### src/rtl/cnl_result_lane_cmp.sv
// Single-lane compare: exact by default, absolute tolerance when CNL_RESULT_TOL_EN is defined.
module cnl_result_lane_cmp #(
  parameter int unsigned C_RESULT_WIDTH = 16,
  parameter int unsigned C_TOL          = 0
) (
  input  logic                      lane_active_i,
  input  logic [C_RESULT_WIDTH-1:0] result_lane_i,
  input  logic [C_RESULT_WIDTH-1:0] exp_lane_i,
  output logic                      mismatch_o
);

`ifdef CNL_RESULT_TOL_EN
  localparam int unsigned DW = C_RESULT_WIDTH + 1;

  logic [DW-1:0] diff;
  logic [DW-1:0] mag;

  // One extra bit holds any difference of two W-bit signed values without overflow.
  always_comb begin
    diff       = {result_lane_i[C_RESULT_WIDTH-1], result_lane_i}
               - {exp_lane_i[C_RESULT_WIDTH-1], exp_lane_i};
    mag        = diff[DW-1] ? (~diff + 1'b1) : diff;
    mismatch_o = lane_active_i && (mag > DW'(C_TOL));
  end
`else
  assign mismatch_o = lane_active_i && (result_lane_i != exp_lane_i);
`endif

endmodule

### config.mk
export PLATFORM = sky130hd
export DESIGN_NAME = cnl_result_lane_cmp
export DESIGN_NICKNAME = d
export VERILOG_FILES = /design/src/rtl/cnl_result_lane_cmp.sv
export SDC_FILE = /design/constraint.sdc
export NUM_CORES = 1
export LEC_CHECK = 0
export BUFFER_PORTS_ARGS = -buffer_cell sky130_fd_sc_hd__buf_2
export CAP_MARGIN = 25
export CORE_AREA = 2 2 39 41
export DETAILED_ROUTE_END_ITERATION = 16
export DIE_AREA = 0 0 41 43
export PLACE_DENSITY = 0.52
export SYNTH_ARGS = -nofsm -noshare
export SYNTH_HDL_FRONTEND = slang
export SYNTH_SLANG_ARGS = --single-unit
### constraint.sdc
create_clock -name vclk -period 2.3
set_input_delay 0.46 -clock vclk [all_inputs]
set_output_delay 0.46 -clock vclk [all_outputs]
set_load 0.02 [all_outputs]
==> report_table.html <==
<table>
<tr><th>Metric</th><th>Value</th></tr>
<tr><th colspan="2">Detailed routing</th></tr>
<tr><td>Vias post-DR</td><td>266</td></tr>
<tr><td>Number of search-and-repair iterations in the first detailed-routing pass</td><td>1</td></tr>
<tr><td>Wire length per cell</td><td>7.00 µm</td></tr>
<tr><td>Detailed-route wire length</td><td>497 µm</td></tr>
<tr><td>Number of routed nets with antenna violations</td><td>0</td></tr>
<tr><td>Met1 layer wirelength in the final routing</td><td>193 µm</td></tr>
<tr><td>Met2 wire length</td><td>225 µm</td></tr>
<tr><td>Uppermost signal routing layer after detailed routing</td><td>met3</td></tr>
<tr><td>Routed length on met3</td><td>78 µm</td></tr>
<tr><td>DRC Markers</td><td>0</td></tr>
<tr><td>Ratio of routed vias to standard cells</td><td>3.75</td></tr>
<tr><td>Number of design-rule violations left by the first detailed-router iteration</td><td>0</td></tr>
<tr><th colspan="2">CTS</th></tr>
<tr><td>Number of setup buffers added after CTS</td><td>0</td></tr>
<tr><td>Number of gates given a new drive strength after cts</td><td>0</td></tr>
<tr><td>Cts-stage hold buffer count</td><td>0</td></tr>
<tr><th colspan="2">Timing</th></tr>
<tr><td>Max Clock Freq</td><td>534 MHz</td></tr>
<tr><td>Slew Viols, Final</td><td>0</td></tr>
<tr><td>Slew at the pin closest to its max-slew limit</td><td>0.138 ns</td></tr>
<tr><td>Worst-case hold slack</td><td>1.26 ns</td></tr>
<tr><td>Final setup violation count</td><td>0</td></tr>
<tr><td>RSZ-0062 raised after global routing</td><td>false</td></tr>
<tr><td>Tightest slew margin relative to the limit</td><td>90.7%</td></tr>
<tr><td>Final worst-path cycle share</td><td>81.4%</td></tr>
<tr><td>Fin Setup TNS</td><td>0 ns</td></tr>
<tr><td>Post-layout minimum cycle time</td><td>1.87 ns</td></tr>
<tr><td>Fin. Hold Viols</td><td>0</td></tr>
<tr><th colspan="2">Hold path</th></tr>
<tr><td>Hold WC Path Type</td><td>in2out</td></tr>
<tr><th colspan="2">Finish</th></tr>
<tr><td>Sequential Area</td><td>0 µm²</td></tr>
<tr><td>N_diodes</td><td>0</td></tr>
<tr><td>Clk_buf instances</td><td>0</td></tr>
<tr><td>Layout cells sized above 1</td><td>61.8%</td></tr>
<tr><td>Number of inserted filler cells in the final layout</td><td>155</td></tr>
<tr><td>Final-stage net count</td><td>90</td></tr>
<tr><td>Sequential cell count</td><td>0</td></tr>
<tr><td>Synth-to-layout area growth</td><td>108%</td></tr>
<tr><th colspan="2">Worst setup path</th></tr>
<tr><td>Startpoint types</td><td>input pin</td></tr>
<tr><td>Type of the worst setup path</td><td>in2out</td></tr>
<tr><td>Critical path's most frequent cell</td><td>sky130_fd_sc_hd__buf_2</td></tr>
<tr><td>Slowest cell on the critical path</td><td>sky130_fd_sc_hd__o41a_1</td></tr>
<tr><td>CP max stage delay</td><td>0.42 ns</td></tr>
<tr><td>Critical Path Sink Type</td><td>output port</td></tr>
<tr><td>Crit path max-delay family</td><td>compound AO/OA/AOI/OAI gates</td></tr>
<tr><td>Required time worst endpoint</td><td>1.84 ns</td></tr>
<tr><td>Total buffers and inverters traversed by the critical path</td><td>2</td></tr>
<tr><td>Worst setup path startpoint</td><td>exp_lane_i[10]</td></tr>
<tr><td>Worst path depth</td><td>5</td></tr>
<tr><td>Capture point of the worst path</td><td>mismatch_o</td></tr>
<tr><td>Peak fanout along the critical path</td><td>1</td></tr>
<tr><td>Arr. time, crit path</td><td>1.41 ns</td></tr>
<tr><td>Cell breakdown of the critical path</td><td>buf_2 -&gt; xnor2_1 -&gt; nand4_1 -&gt; o41a_1 -&gt; buf_2</td></tr>
<tr><th colspan="2">Global routing</th></tr>
<tr><td>Antenna violations before repair</td><td>0</td></tr>
<tr><td>Largest net degree at the start of global routing</td><td>2</td></tr>
<tr><td>Via count of the first global-routing pass</td><td>204</td></tr>
<tr><td>Global route overflow</td><td>0</td></tr>
<tr><td>Global-route wire length before repair</td><td>738 µm</td></tr>
<tr><td>All-layer global routing usage</td><td>5.59%</td></tr>
<tr><th colspan="2">Floorplan</th></tr>
<tr><td>Die height</td><td>43 µm</td></tr>
<tr><td>Effective utilization at floorplan</td><td>12.7%</td></tr>
<tr><td>FP Rows</td><td>14</td></tr>
<tr><td>Area of the core</td><td>0.00138 mm²</td></tr>
<tr><td>I/O Pins</td><td>34</td></tr>
<tr><td>Area of the die</td><td>0.00176 mm²</td></tr>
<tr><td>DIE WIDTH</td><td>41 µm</td></tr>
<tr><th colspan="2">Pwr</th></tr>
<tr><td>Power density relative to cell area</td><td>170 mW/mm²</td></tr>
<tr><td>Max IR drop VDD</td><td>0.0333 mV</td></tr>
<tr><td>Leakage Power</td><td>0.000170 µW</td></tr>
<tr><th colspan="2">Synth</th></tr>
<tr><td>Summed instance area of the synthesized netlist</td><td>176 µm²</td></tr>
<tr><td>Number of synthesis warnings</td><td>0</td></tr>
<tr><td>Most numerous cell in the Yosys netlist</td><td>sky130_fd_sc_hd__xnor2_1</td></tr>
<tr><td>Net count after synthesis</td><td>54</td></tr>
<tr><td>Cell types with the highest counts after synthesis</td><td>16 x sky130_fd_sc_hd__xnor2_1, 4 x sky130_fd_sc_hd__nand4_1, 1 x sky130_fd_sc_hd__o41a_1</td></tr>
<tr><td>Post-synthesis sequential area ratio</td><td>0%</td></tr>
<tr><td>Number of standard cells after synthesis</td><td>21</td></tr>
<tr><td>Portion of synthesized cell area occupied by the leading cell type</td><td>79.4%</td></tr>
<tr><td>Post-Syn Area per Cell</td><td>8.40 µm²</td></tr>
<tr><td>Most area-consuming cells after synthesis</td><td>sky130_fd_sc_hd__xnor2_1 79%, sky130_fd_sc_hd__nand4_1 14%, sky130_fd_sc_hd__o41a_1 6.4%</td></tr>
<tr><td>Yosys top cell by area</td><td>sky130_fd_sc_hd__xnor2_1</td></tr>
<tr><td>Number of different library cells in the post-synthesis netlist</td><td>3</td></tr>
<tr><th colspan="2">Placed design</th></tr>
<tr><td>Detailed placer's ending HPWL</td><td>493 µm</td></tr>
<tr><td>Count of port buffers added during placement</td><td>34</td></tr>
<tr><td>Global placer's final weighted congestion</td><td>0.554</td></tr>
<tr><th colspan="2">Run</th></tr>
<tr><td>MaxCap Viol Count</td><td>0</td></tr>
<tr><th colspan="2">Status</th></tr>
<tr><td>Outcome</td><td>completed</td></tr>
</table>
==> per-layer routing <==
layer	vias up	GRT usage [%]
met5	-	0
li1	142	-
met2	22	10.9
met3	0	0.524
met1	102	6.33
met4	0	0
==> power breakdown <==
| group | internal, µW | leakage [µW] | switching [µW] |
|---|---|---|---|
| Combinational | 40.5 | 0.000170 | 21.8 |
| Clock | 0 | 0 | 0 |
| Sequential | 0 | 0 | 0 |
==> cells by family (layout without fill, tap and decap cells) <==
family,after synthesis,count (layout),share of synthesized area (%)
XOR/XNOR,16,16,79.4
AO/OA/AOI/OAI,1,1,6.38
buffers and inverters,0,34,0
AND/OR/NAND/NOR,4,4,14.2
==> stage by stage <==
stage / power (µW) / cells / setup slack, ns / util, % / instance area (µm²)
after floorplan: 28.7 / 21 / 0.647 / - / 176
after global placement: 62.8 / 71 / 0.418 / 26.5 / 367
after detailed placement: 63.3 / 71 / 0.417 / 26.5 / 367
after CTS: 63.5 / 71 / 0.414 / 26.5 / 367
after global routing: 70.0 / 71 / 0.347 / 26.5 / 367
final: 62.2 / 71 / 0.428 / 26.5 / 367
==> cell type report <==
type / instances / area, µm² / share of cell area [%]
Multi-Input combinational cell: 21 / 176 / 48.1
Tap cell: 16 / 20.0 / 5.46
Timing Repair Buffer: 34 / 170 / 46.4
==> tightest hold or removal path, cell delays in order <==
cell                     delay (ns)
sky130_fd_sc_hd__buf_2         0.10
sky130_fd_sc_hd__o41a_1        0.09
sky130_fd_sc_hd__buf_2         0.15
==> worst min path at each step <==
stage / cells past startpoint / start / to
after CTS: 3 / lane_active_i / mismatch_o
after global placement: 3 / lane_active_i / mismatch_o
final: 3 / lane_active_i / mismatch_o
after floorplan: 1 / lane_active_i / mismatch_o
after global routing: 3 / lane_active_i / mismatch_o
after detailed placement: 3 / lane_active_i / mismatch_o
==> cell usage in the layout, fill, tap and decap left out <==
cell type                 instances
sky130_fd_sc_hd__buf_2           34
sky130_fd_sc_hd__xnor2_1         16
sky130_fd_sc_hd__nand4_1          4
sky130_fd_sc_hd__o41a_1           1
Note: power is estimated with default switching activity, not from simulation.
